<file path="config.mk">
export PLATFORM = sky130hd
export DESIGN_NAME = game_stats
export DESIGN_NICKNAME = d
export VERILOG_FILES = /design/src/rtl/game_stats.sv
export SDC_FILE = /design/constraint.sdc
export NUM_CORES = 1
export LEC_CHECK = 0
export CORE_MARGIN = 1
export CORE_UTILIZATION = 35
export CTS_CLUSTER_DIAMETER = 80
export DETAILED_ROUTE_END_ITERATION = 7
export GPL_TIMING_DRIVEN = 0
export PLACE_DENSITY = 0.63
export SLEW_MARGIN = 20
export SYNTH_ARGS = -nofsm -noshare
export SYNTH_HDL_FRONTEND = slang
export SYNTH_SLANG_ARGS = --single-unit
</file>
<file path="constraint.sdc">
create_clock -name clk_i -period 12.88 [get_ports clk_i]
set_input_delay 2.576 -clock clk_i [delete_from_list [all_inputs] [get_ports clk_i]]
set_output_delay 2.576 -clock clk_i [all_outputs]
set_load 0.02 [all_outputs]
</file>
<file path="src/rtl/game_stats.sv">
// Scoreboard state keeper for the game: tracks tanks, level, scores and lives,
// and runs the IDLE -> PLAY -> CLEAR -> OVER sequence from one-cycle game events.
module game_stats #(
  parameter int TANKS_PER_LEVEL = 20,
  parameter int START_LIVES     = 3,
  parameter int MAX_LIVES       = 9,
  parameter int MAX_LEVEL       = 9,
  parameter int SCORE_MAX       = 1999,
  parameter int BONUS_STEP      = 500,
  parameter int CLEAR_CYCLES    = 120
) (
  input  logic        clk_i,
  input  logic        rst_i,
  input  logic        start_i,
  input  logic        p1_kill_i,
  input  logic        p2_kill_i,
  input  logic [6:0]  p1_kill_pts_i,
  input  logic [6:0]  p2_kill_pts_i,
  input  logic        p1_hit_i,
  input  logic        p2_hit_i,
  output logic [5:0]  tank_left_o,
  output logic [3:0]  level_o,
  output logic [10:0] player_1_score_o,
  output logic [10:0] player_2_score_o,
  output logic [3:0]  player_1_live_left_o,
  output logic [3:0]  player_2_live_left_o,
  output logic [1:0]  state_o,
  output logic        level_clear_o,
  output logic        game_over_o
);

  // state | meaning
  // IDLE  | after reset, waiting for start
  // PLAY  | level in progress, events update stats
  // CLEAR | pause between levels, counter runs down
  // OVER  | game finished, stats frozen until start
  typedef enum logic [1:0] {
    S_IDLE  = 2'd0,
    S_PLAY  = 2'd1,
    S_CLEAR = 2'd2,
    S_OVER  = 2'd3
  } state_t;

  localparam int CW = (CLEAR_CYCLES > 1) ? $clog2(CLEAR_CYCLES) : 1;
  localparam logic [CW-1:0] CLR_LOAD     = CW'(CLEAR_CYCLES - 1);
  localparam logic [11:0]   SCORE_MAX_12 = 12'(SCORE_MAX);
  localparam logic [5:0]    TANK_LOAD    = 6'(TANKS_PER_LEVEL);
  localparam logic [3:0]    LIVES_LOAD   = 4'(START_LIVES);
  localparam logic [3:0]    LIVES_MAX_4  = 4'(MAX_LIVES);
  localparam logic [3:0]    LEVEL_LAST   = 4'(MAX_LEVEL);

  state_t state, state_nxt;

  logic [CW-1:0] clr_cnt, clr_cnt_nxt;
  logic [5:0]    tank_nxt;
  logic [3:0]    level_nxt;
  logic [10:0]   score1_nxt, score2_nxt;
  logic [3:0]    lives1_nxt, lives2_nxt;
  logic          level_clear_nxt;

  logic          p1_ok, p2_ok, p1_hit_ok, p2_hit_ok, p1_bonus, p2_bonus;
  logic [11:0]   p1_sum, p2_sum;
  logic [10:0]   p1_new, p2_new;
  logic [3:0]    p1_lives_new, p2_lives_new;
  logic [6:0]    kills;
  logic signed [6:0] tank_diff;
  logic [5:0]    tank_new;

  // Number of BONUS_STEP multiples at or below a score; a change marks a crossing.
  function automatic int bonus_bucket(input logic [10:0] s);
    int n;
    n = 0;
    for (int k = 1; k * BONUS_STEP <= 2047; k++) begin
      if (int'(s) >= k * BONUS_STEP) n = n + 1;
    end
    return n;
  endfunction

  function automatic logic [3:0] lives_update(input logic [3:0] l, input logic bonus,
                                              input logic hit);
    logic [3:0] r;
    r = l;
    case ({bonus, hit})
      2'b10:   r = (l >= LIVES_MAX_4) ? LIVES_MAX_4 : l + 4'd1;
      2'b01:   r = l - 4'd1;
      default: r = l;
    endcase
    return r;
  endfunction

  always_comb begin : play_math
    p1_ok     = p1_kill_i && (player_1_live_left_o != 4'd0);
    p2_ok     = p2_kill_i && (player_2_live_left_o != 4'd0);
    p1_hit_ok = p1_hit_i && (player_1_live_left_o != 4'd0);
    p2_hit_ok = p2_hit_i && (player_2_live_left_o != 4'd0);

    p1_sum = {1'b0, player_1_score_o} + {5'd0, p1_kill_pts_i};
    p2_sum = {1'b0, player_2_score_o} + {5'd0, p2_kill_pts_i};

    if (!p1_ok)                     p1_new = player_1_score_o;
    else if (p1_sum > SCORE_MAX_12) p1_new = SCORE_MAX_12[10:0];
    else                            p1_new = p1_sum[10:0];

    if (!p2_ok)                     p2_new = player_2_score_o;
    else if (p2_sum > SCORE_MAX_12) p2_new = SCORE_MAX_12[10:0];
    else                            p2_new = p2_sum[10:0];

    p1_bonus = p1_ok && (bonus_bucket(player_1_score_o) < bonus_bucket(p1_new));
    p2_bonus = p2_ok && (bonus_bucket(player_2_score_o) < bonus_bucket(p2_new));

    p1_lives_new = lives_update(player_1_live_left_o, p1_bonus, p1_hit_ok);
    p2_lives_new = lives_update(player_2_live_left_o, p2_bonus, p2_hit_ok);

    kills     = {6'd0, p1_ok} + {6'd0, p2_ok};
    tank_diff = $signed({1'b0, tank_left_o}) - $signed(kills);
    tank_new  = tank_diff[6] ? 6'd0 : tank_diff[5:0];
  end

  always_comb begin : fsm_next
    state_nxt       = state;
    clr_cnt_nxt     = clr_cnt;
    tank_nxt        = tank_left_o;
    level_nxt       = level_o;
    score1_nxt      = player_1_score_o;
    score2_nxt      = player_2_score_o;
    lives1_nxt      = player_1_live_left_o;
    lives2_nxt      = player_2_live_left_o;
    level_clear_nxt = 1'b0;

    case (state)
      S_IDLE, S_OVER: begin
        if (start_i) begin
          state_nxt  = S_PLAY;
          tank_nxt   = TANK_LOAD;
          level_nxt  = 4'd1;
          score1_nxt = 11'd0;
          score2_nxt = 11'd0;
          lives1_nxt = LIVES_LOAD;
          lives2_nxt = LIVES_LOAD;
        end
      end
      S_PLAY: begin
        tank_nxt   = tank_new;
        score1_nxt = p1_new;
        score2_nxt = p2_new;
        lives1_nxt = p1_lives_new;
        lives2_nxt = p2_lives_new;
        // Losing the last life wins over clearing the level on the same cycle.
        if (p1_lives_new == 4'd0 && p2_lives_new == 4'd0) begin
          state_nxt = S_OVER;
        end else if (tank_new == 6'd0) begin
          state_nxt       = S_CLEAR;
          clr_cnt_nxt     = CLR_LOAD;
          level_clear_nxt = 1'b1;
        end
      end
      S_CLEAR: begin
        if (clr_cnt == '0) begin
          if (level_o < LEVEL_LAST) begin
            state_nxt = S_PLAY;
            level_nxt = level_o + 4'd1;
            tank_nxt  = TANK_LOAD;
          end else begin
            state_nxt = S_OVER;
          end
        end else begin
          clr_cnt_nxt = clr_cnt - 1'b1;
        end
      end
      default: state_nxt = S_IDLE;
    endcase
  end

  always_ff @(posedge clk_i or posedge rst_i) begin
    if (rst_i) state <= S_IDLE;
    else       state <= state_nxt;
  end

  always_ff @(posedge clk_i or posedge rst_i) begin
    if (rst_i) begin
      clr_cnt              <= '0;
      tank_left_o          <= TANK_LOAD;
      level_o              <= 4'd1;
      player_1_score_o     <= 11'd0;
      player_2_score_o     <= 11'd0;
      player_1_live_left_o <= LIVES_LOAD;
      player_2_live_left_o <= LIVES_LOAD;
      level_clear_o        <= 1'b0;
      game_over_o          <= 1'b0;
    end else begin
      clr_cnt              <= clr_cnt_nxt;
      tank_left_o          <= tank_nxt;
      level_o              <= level_nxt;
      player_1_score_o     <= score1_nxt;
      player_2_score_o     <= score2_nxt;
      player_1_live_left_o <= lives1_nxt;
      player_2_live_left_o <= lives2_nxt;
      level_clear_o        <= level_clear_nxt;
      game_over_o          <= (state_nxt == S_OVER);
    end
  end

  assign state_o = state;

endmodule

</file>
==> impl_metrics.toml, run 1 <==
[status]
outcome = "finished, violations left"
violations = "design-rule violations"

[clock_tree]
cts_tree = "built"
postCtsSetupRepairBufs = 0
numCtsBuffers = 5
cts_resized = 0
clock_tree.htree_level_count = 2
clock_latency_ns = 0.30
cts_root_buf = "clkbuf_16"
clock-sinks = 51
cts-hold-fix-buffers = 0
cts_buffer_depth = 2
path_clk_slew_ns = 0.07

[drt]
first_pass_iters = 7
wirelength_um = 14500
postRouteAntennaNets = 0
wl_per_cell_um = 15.76
dr_total_vias = 5161
drc = 3
avgViaCountPerCell = 5.610
drtIter0Drc = 279

[cells_and_area]
layout.cells.non_filler = 920
syn2layout_area_growth_pct = 19.33
antenna_cells = 0
drive_gt1_share_pct = 8.832
nets = 807

[placed_design]
placedCellCount = 912
numPortBuffers = 64
pre_cts_slack_ns = 2.669
gp_congestion = 0.8669
hpwlAfterDp_um = 11100

[pwr]
peakVddDrop_v = 0.00003993
power_mw = 0.3488
powerDensity_nw_per_um2 = 54.94
power.leakage_nw = 2.656

[floorplanning]
dieArea_sq_um = 15700
die_w_um = 125.3
die_h_um = 125.3
ios = 65
initial_utilization_pct = 36.20
core_sq_um = 14700
rows = 44

[global_routing]
grt_pass1_vias = 5162
overflow = 0
antenna_found_initial = 0
grt_start_max_net_pins = 52
grt_pass1_wl_um = 24840
grt_usage_pct = 19.20

[setup_path]
crit_path_end = "clr_cnt[1]$_DFFE_PP0P_"
critPathCaptureType = "flop"
regToRegEndpoint = "clr_cnt[1]$_DFFE_PP0P_"
crit_arrival_ns = 10.16
required_ns = 13.11
reg2reg_slack_ns = 5.26
path_max_fanout = 9
cpMostUsedCell = "ha_1"
path_class = "in -> reg"
rr_worst_depth = 29
cp_slowest_cell = "o31ai_2"
crit-reg2reg-launch = "player_1_score_o[0]$_DFFE_PP0P_"
cp_slowest_stage_delay_ns = 0.44
crit_start = "p1_kill_pts_i[0]"
cp-start-kind = "input pin"

[yosys]
seq_area_frac_synth_pct = 24.15
synth.cell_area_sq_um = 5321
yosysWarnings = 0
async_reset_ff_share_pct = 100.0
synth_ff_type = "dfrtp_1"
synth_cells = 662
avgSynthCellArea_sq_um = 8.038
ys_ff_latch = 51
synth_enable_flop_cells = 0
ys_types = 92

[timing]
slew-limit-headroom_pct = 36.51
final_max_slew_viol_count = 0
fin_crit_ns = 9.932
finalCritPeriodShare_pct = 77.11
setup_ws_ns = 2.948
finClkSkew_ns = 0.005201
rsz0062_at_grt = "false"
hold_viol = 0
setup_viol = 0
fmax_mhz = 100.7
fin_setup_tns_ns = 0
worstMarginPinSlew_ns = 0.9460

[hold_path]
min_path_type = "reg -> reg"

[run]
drv_cap = 0
[synthesized netlist by cell type, types with 4 or more instances]
| master | count | area share (%) |
|---|---|---|
| a32o_1 | 5 | 0.94 |
| nor4_1 | 4 | 0.47 |
| inv_1 | 49 | 3.5 |
| o31ai_1 | 7 | 0.99 |
| nor3b_1 | 4 | 0.56 |
| xor2_1 | 8 | 1.3 |
| and2_1 | 9 | 1.1 |
| o21a_1 | 7 | 0.99 |
| a211oi_1 | 5 | 0.71 |
| mux2_2 | 4 | 0.85 |
| o21ai_0 | 55 | 5.2 |
| nor3_1 | 13 | 1.2 |
| nand2_1 | 64 | 4.5 |
| xnor2_1 | 20 | 3.3 |
| or3_1 | 5 | 0.59 |
| dfstp_2 | 7 | 3.5 |
| clkbuf_1 | 17 | 1.2 |
| a41oi_1 | 5 | 0.82 |
| a31oi_1 | 13 | 1.5 |
| mux2i_1 | 9 | 1.7 |
| a22o_1 | 8 | 1.3 |
| nor2_1 | 64 | 4.5 |
| o21bai_1 | 4 | 0.56 |
| ha_1 | 48 | 11 |
| o211ai_1 | 7 | 0.99 |
| dfrtp_1 | 44 | 21 |
| nor2b_1 | 6 | 0.71 |
| a21oi_1 | 42 | 4.0 |
| nand2b_1 | 6 | 0.71 |
| nand3_1 | 13 | 1.2 |
| or2_2 | 6 | 0.71 |
| a21o_1 | 5 | 0.71 |
| a21boi_0 | 6 | 0.85 |
| a31o_2 | 7 | 1.2 |
| nand4_1 | 4 | 0.47 |
[stage by stage]
stage / instance area (sq um) / utilization, % / hold slack (ns)
3_5_place_dp: 6202 / 42.19 / 0.4749
4_1_cts: 6350 / 43.20 / 0.4850
5_1_grt: 6350 / 43.20 / 0.5111
6_report: 6350 / 43.20 / 0.4818
2_1_floorplan: 5329 / - / 0.4396
3_3_place_gp: 6200 / 42.18 / 0.4610
[cells in the final DEF, fill, tap and decap left out, types with 9 or more instances in the layout]
cell | netlist | final
nor2_1 | 64 | 64
nand2_1 | 64 | 64
clkdlybuf4s50_1 | 0 | 64
o21ai_0 | 55 | 55
inv_1 | 49 | 48
ha_1 | 48 | 48
dfrtp_1 | 44 | 44
a21oi_1 | 42 | 42
xnor2_1 | 20 | 20
clkbuf_1 | 17 | 17
nor3_1 | 13 | 13
nand3_1 | 13 | 13
a31oi_1 | 13 | 13
and2_1 | 9 | 9
mux2i_1 | 9 | 9
[registers in the layout, indices dropped and copies added, names as in the netlist]
register	count
player_1_score_o	11
player_2_score_o	11
clr_cnt	7
tank_left_o	6
level_o	4
player_1_live_left_o	4
player_2_live_left_o	4
state_o	2
game_over_o	1
level_clear_o	1
[cell families (layout without fill, tap and decap cells)]
family          Yosys count  in the layout  share of synthesized area, %
xor+xnor                 28             28                         4.609
simple gates            224            224                         21.11
fa+ha+maj                51             51                         12.41
compound gates          217            217                         28.73
flops                    51             51                         24.15
other cells               2              4                        0.1411
buf+inv                  74            146                         5.808
mux                      15             15                         3.033
[where the power goes]
part / internal, mW / switching, mW / leakage (nW)
combinational: 0.0205 / 0.0290 / 1.92
sequential: 0.160 / 0 / 0.658
clock: 0.0733 / 0.0660 / 0.0746
total: 0.254 / 0.0949 / 2.66
[worst min-delay path by stage]
stage                     cells past startpoint                     end  slack [ns]                   start
after floorplan                               1  clr_cnt[4]$_DFFE_PP0P_        0.44  clr_cnt[4]$_DFFE_PP0P_
after global placement                        1  clr_cnt[4]$_DFFE_PP0P_        0.46  clr_cnt[4]$_DFFE_PP0P_
after detailed placement                      1  clr_cnt[4]$_DFFE_PP0P_        0.47  clr_cnt[4]$_DFFE_PP0P_
after CTS                                     1  clr_cnt[4]$_DFFE_PP0P_        0.48  clr_cnt[4]$_DFFE_PP0P_
after global routing                          1  clr_cnt[4]$_DFFE_PP0P_        0.51  clr_cnt[4]$_DFFE_PP0P_
final                                         1  clr_cnt[4]$_DFFE_PP0P_        0.48  clr_cnt[4]$_DFFE_PP0P_
[worst max-delay path: cells and delay by family]
kind | cells | cell delay [ns]
adder cells (fa/ha/maj) | 5 | 1.53
AND/OR/NAND/NOR | 7 | 1.63
buffers and inverters | 3 | 0.74
multiplexers | 3 | 0.76
AO/OA/AOI/OAI | 12 | 2.91
[final cells by class]
type / instances / area, sq um
inverter: 50 / 202.7
sequential: 51 / 1285
buffer: 24 / 108.9
fill: 1440 / 8349
clock buffer: 5 / 125.1
multi-input combinational: 539 / 3735
clock inverter: 3 / 22.52
tap: 184 / 230.2
timing repair buffer: 64 / 640.6
[per-layer routing]
layer	vias to the layer above	wire (um)	global-route usage, %
li1	2535	-	-
met1	2469	6606	24.99
met2	136	6998	32.86
met3	21	704	3.081
met4	0	187	5.237
met5	-	0	0
Note: power is estimated with default switching activity, not from simulation.
==> run 2, diff against run 1 <==
- PLACE_DENSITY: 0.63 -> 0.65
- clock period: 12.88 -> 8.2 ns (I/O delays scaled with it)
==> run 2 against run 1 <==
Net effect: the run still ends with design-rule violations left; utilization increased by 2.7 points; via count about the same; count of clock-buffer cells in the layout is 1 higher; register-to-register slack lost 3.8 ns; sequential share of layout area decreased by 1.2 points; critical path depth stayed put; first-iteration DRC count is 20% higher; die area stayed put; wire length is 0.49% higher; combinational power grew 85%; hold slack worse by 0.0048 ns; non-clock buffer count up 21; critical endpoint is now clr_cnt[4]$_DFFE_PP0P_; largest cell class unchanged; highest routed layer unchanged.
==> impl_metrics.toml, run 2 (synthesis results as in run 1) <==
[floorplanning]
core_sq_um = 14700
die_w_um = 125.3
initial_utilization_pct = 36.20
dieArea_sq_um = 15700
rows = 44
die_h_um = 125.3
ios = 65

[timing]
finalCritPeriodShare_pct = 96.62
hold_viol = 0
finClkSkew_ns = 0.005368
final_max_slew_viol_count = 0
fmax_mhz = 126.2
worstMarginPinSlew_ns = 0.8761
fin_crit_ns = 7.923
fin_setup_tns_ns = 0
slew-limit-headroom_pct = 41.20
setup_viol = 0

[cells_and_area]
regArea_sq_um = 1285
nFillCells = 1423
multiInputGateArea_sq_um = 3954
drive_gt1_share_pct = 16.38
layout.cells.non_filler = 941
utilization_pct = 45.95
largest_registers = "player_1_score_o: 11 flops, player_2_score_o: 11 flops, clr_cnt: 7 flops"
final_common_cell = "nand2_1"
syn2layout_area_growth_pct = 26.92
antenna_cells = 0
final_cell_mix = "nand2_1, nor2_1, clkdlybuf4s50_1, inv_1, o21ai_0"
nets = 828

[hold_path]
holdPathStages = 1
min_path_type = "reg -> reg"

[global_routing]
grt_start_max_net_pins = 52
grt_pass1_wl_um = 23820
grt_usage_pct = 18.51
antenna_found_initial = 0
overflow = 0
grt_pass1_vias = 4930

[setup_path]
critPathCaptureType = "flop"
regToRegEndpoint = "clr_cnt[4]$_DFFE_PP0P_"
rr_worst_depth = 30
path_class = "in -> reg"
crit_arrival_ns = 8.11
crit_family = "compound AO/OA/AOI/OAI gates"
reg2reg_slack_ns = 1.48
required_ns = 8.39
crit-reg2reg-launch = "player_1_score_o[0]$_DFFE_PP0P_"
crit_start = "p1_kill_pts_i[4]"
path_max_fanout = 5
crit_path_end = "clr_cnt[4]$_DFFE_PP0P_"
cp_slowest_stage_delay_ns = 0.41
cp-start-kind = "input pin"
cpMostUsedCell = "ha_1"
cp_slowest_cell = "clkdlybuf4s50_1"
cp_num_cells = 30
crit_buf_inv = 3

[clock_tree]
clock_tree.htree_level_count = 2
numCtsBuffers = 5
cts_tree = "built"
cts_buffer_depth = 2
cts_root_buf = "clkbuf_16"
clock-sinks = 51
cts-hold-fix-buffers = 0
clock_latency_ns = 0.30
path_clk_slew_ns = 0.07

[drt]
avgViaCountPerCell = 5.490
drc = 7
dr_total_vias = 5166
postRouteAntennaNets = 0
drtIter0Drc = 335
first_pass_iters = 7
wirelength_um = 14570
wl_per_cell_um = 15.48

[status]
violations = "design-rule violations"
outcome = "finished, violations left"

[pwr]
peakVddDrop_v = 0.00006494
power.leakage_nw = 2.809
powerDensity_nw_per_um2 = 84.12

[placed_design]
numPortBuffers = 64
gp_congestion = 0.8813
hpwlAfterDp_um = 10490
placedCellCount = 912

[run]
drv_cap = 0
-- run 2: changes by cell type in the layout (fill, tap and decap cells not counted), sizes merged --
| cell | previous run | this run |
|---|---|---|
| clkinvlp | 0 | 1 |
| dlymetal6s2s | 0 | 2 |
| buf | 7 | 31 |
| clkdlybuf4s50 | 64 | 62 |
| inv | 51 | 49 |
| clkbuf | 22 | 20 |
-- run 2: timing repair --
item	CTS	global route
gates resized for setup	18	33
pin swaps	13	29
endpoints found under the setup margin	11	11
buffers inserted	12	12
-- run 2: worst reg2reg max path, delay by kind of cell (launching register included) --
family	cells	cell delay (ns)
compound gates	10	2.11
simple gates	10	1.87
fa+ha+maj	5	1.31
mux	2	0.41
flops	1	0.41
buf+inv	2	0.31
xor+xnor	1	0.20
-- run 2: power breakdown --
group | internal, mW | switching, mW | total, mW
clock network | 0.122 | 0.103 | 0.225
registers | 0.251 | 0 | 0.251
logic | 0.0418 | 0.0499 | 0.0916
total | 0.416 | 0.153 | 0.568
-- run 2: per-stage QoR --
stage / setup slack (ns) / total power, mW / cell area [sq um] / hold slack, ns
2_1_floorplan: 0.1032 / 0.3094 / 5329 / 0.4396
3_3_place_gp: -1.054 / 0.3323 / 6200 / 0.4645
3_5_place_dp: -1.163 / 0.3328 / 6202 / 0.4682
4_1_cts: 0.004822 / 0.5685 / 6534 / 0.4783
5_1_grt: -0.04005 / 0.5881 / 6754 / 0.5037
6_report: 0.2773 / 0.5682 / 6754 / 0.4770
-- run 2: cell type report --
cell class,instances,share of cell area (%)
Clock buffer,6,2.056
Multi-Input combinational cell,539,58.54
Clock inverter,2,0.2408
Sequential cell,51,19.03
Timing Repair Buffer,88,12.28
Inverter,50,3.001
Buffer,21,1.445
Tap cell,184,3.409
-- run 2: worst min-delay path by stage --
stage / start / end
6_report: clr_cnt[4]$_DFFE_PP0P_ / clr_cnt[4]$_DFFE_PP0P_
5_1_grt: clr_cnt[4]$_DFFE_PP0P_ / clr_cnt[4]$_DFFE_PP0P_
4_1_cts: clr_cnt[4]$_DFFE_PP0P_ / clr_cnt[4]$_DFFE_PP0P_
3_5_place_dp: clr_cnt[4]$_DFFE_PP0P_ / clr_cnt[4]$_DFFE_PP0P_
3_3_place_gp: clr_cnt[4]$_DFFE_PP0P_ / clr_cnt[4]$_DFFE_PP0P_
2_1_floorplan: clr_cnt[4]$_DFFE_PP0P_ / clr_cnt[4]$_DFFE_PP0P_
-- run 2: layer usage --
| layer | vias up | share of wire (%) | GRT usage, % | wire length, um |
|---|---|---|---|---|
| li1 | 2578 | - | - | - |
| met1 | 2467 | 48 | 24.68 | 6996 |
| met2 | 103 | 47 | 30.92 | 6776 |
| met3 | 18 | 3.9 | 2.995 | 566 |
| met4 | 0 | 1.6 | 5.093 | 229 |
| met5 | - | 0 | 0 | 0 |
==> run 3, diff against run 2 <==
- PLACE_DENSITY: 0.65 -> 0.63
- clock period: 8.2 -> 8.9 ns (I/O delays scaled with it)
==> run 3 against run 2 <==
Net effect: the flow still finishes with violations (design-rule violations); clock skew grew 0.0015 ns; setup slack gained 0.079 ns; count of clock-buffer cells in the layout shrank 1; final cell count shrank 0.96%; critical path depth is the same; die area is the same; critical path type unchanged.
==> impl_metrics.toml, run 3 (synthesis results as in run 1) <==
[status]
outcome = "finished, violations left"
violations = "design-rule violations"

[setup_path]
required_ns = 9.13
crit_arrival_ns = 8.78
cp_slowest_stage_delay_ns = 0.42
path_max_fanout = 4
crit_family = "compound AO/OA/AOI/OAI gates"
cp-start-kind = "input pin"
path_class = "in -> reg"
cp_slowest_cell = "clkdlybuf4s50_1"
cp_num_cells = 30
rr_worst_depth = 29
crit_buf_inv = 2
cpMostUsedCell = "ha_1"
critPathCaptureType = "flop"

[drt]
first_pass_iters = 7
drc = 3
drtIter0Drc = 287
dr_total_vias = 5237
avgViaCountPerCell = 5.619
postRouteAntennaNets = 0
wirelength_um = 14900
wl_per_cell_um = 15.99

[placed_design]
hpwlAfterDp_um = 11100
numPortBuffers = 64
gp_congestion = 0.8669

[run]
drv_cap = 0

[timing]
fin_crit_ns = 8.543
fmax_mhz = 117.0
slew-limit-headroom_pct = 33.84
final_max_slew_viol_count = 0
finalCritPeriodShare_pct = 95.99
worstMarginPinSlew_ns = 0.9858
finClkSkew_ns = 0.006830
holdWs_ns = 0.4810
hold_viol = 0
setup_viol = 0

[floorplanning]
dieArea_sq_um = 15700
core_sq_um = 14700
die_h_um = 125.3
die_w_um = 125.3
ios = 65
rows = 44
initial_utilization_pct = 36.20

[global_routing]
overflow = 0
antenna_found_initial = 0
grt_start_max_net_pins = 52
grt_pass1_vias = 5162
grt_usage_pct = 19.22
grt_pass1_wl_um = 24870

[pwr]
p_comb_share_pct = 15.5
p_sw_share_pct = 27.35
power.leakage_nw = 2.728
powerDensity_nw_per_um2 = 78.97
peakVddDrop_v = 0.00005804
pwr-share-clk_pct = 39.4
p_int_mw = 0.3733
seqPwrFrac_pct = 45.1
p_sw_mw = 0.1405

[cells_and_area]
antenna_cells = 0
nets = 819
final_cell_mix = "nor2_1, nand2_1, clkdlybuf4s50_1, o21ai_0, inv_1"
drive_gt1_share_pct = 11.76
nFillCells = 1431
largest_registers = "player_1_score_o: 11 flops, player_2_score_o: 11 flops, clr_cnt: 7 flops"
utilization_pct = 44.26
syn2layout_area_growth_pct = 22.27

[clock_tree]
clock-sinks = 51
path_clk_slew_ns = 0.07
numCtsBuffers = 5
clock_latency_ns = 0.30
cts_root_buf = "clkbuf_16"
cts_buffer_depth = 2
clock_tree.htree_level_count = 2
cts_tree = "built"
cts-hold-fix-buffers = 0

[hold_path]
holdPathStages = 1
min_path_type = "reg -> reg"
run 3: what timing repair did:
| action | 4_1_cts | 5_1_grt |
|---|---|---|
| pin swaps | 2 | 8 |
| setup endpoints to repair | 8 | 11 |
| setup buffers | 1 | 13 |
| gates resized for setup | 1 | 13 |
run 3: power groups by stage:
stage | Sequential [mW] | Combinational [mW] | Clock, mW
floorplan | 0.236 | 0.0489 | 0
global placement | 0.236 | 0.0694 | 0
detailed placement | 0.236 | 0.0706 | 0
CTS | 0.232 | 0.0718 | 0.207
global route | 0.232 | 0.0881 | 0.214
finish | 0.232 | 0.0797 | 0.202
run 3: final cells by class:
type | count | area [sq um] | share of cell area [%]
clock inverter | 3 | 22.52 | 0.3462
clock buffer | 5 | 125.1 | 1.923
timing repair buffer | 78 | 745.7 | 11.46
sequential | 51 | 1285 | 19.75
buffer | 22 | 101.3 | 1.558
multi-input combinational | 539 | 3794 | 58.31
inverter | 50 | 202.7 | 3.115
tap | 184 | 230.2 | 3.538
run 3: worst paths after layout:
path | slack, ns | from | end
worst min register to register | 0.48 | clr_cnt[4]$_DFFE_PP0P_ | clr_cnt[4]$_DFFE_PP0P_
worst min-delay path | 0.48 | clr_cnt[4]$_DFFE_PP0P_ | clr_cnt[4]$_DFFE_PP0P_
max in group asynchronous | 6.52 | rst_i | player_1_score_o[0]$_DFFE_PP0P_
min in group asynchronous | 1.92 | rst_i | clr_cnt[1]$_DFFE_PP0P_
worst max register to register | 1.79 | player_2_score_o[3]$_DFFE_PP0P_ | clr_cnt[1]$_DFFE_PP0P_
worst max-delay path | 0.36 | p1_kill_pts_i[0] | clr_cnt[1]$_DFFE_PP0P_
run 3: routing by layer:
metal,GRT usage (%),part of all wire (%),vias to the layer above
met2,32.96,49,129
met5,0,0,-
li1,-,-,2563
met4,5.237,1.3,0
met3,3.081,4.6,18
met1,24.97,46,2527
run 3: worst register-to-register path: cells and delay by family, from the launching register on:
family	cells	cell delay [ns]
AND/OR/NAND/NOR	11	2.12
flip-flops	1	0.50
adder cells (fa/ha/maj)	4	1.35
multiplexers	1	0.32
XOR/XNOR	1	0.23
AO/OA/AOI/OAI	11	2.27
buffers and inverters	1	0.25
run 3: through the flow:
stage	TNS [ns]	instances	instance area, sq um	power, mW	worst slack, ns
6_report	0	932	6506	0.5138	0.3566
5_1_grt	-0.08397	932	6506	0.5339	-0.03774
4_1_cts	0	920	6362	0.5102	0.001545
3_5_place_dp	-3.105	912	6202	0.3068	-0.5153
3_3_place_gp	-2.684	912	6200	0.3055	-0.4540
2_1_floorplan	0	664	5329	0.2850	0.6632
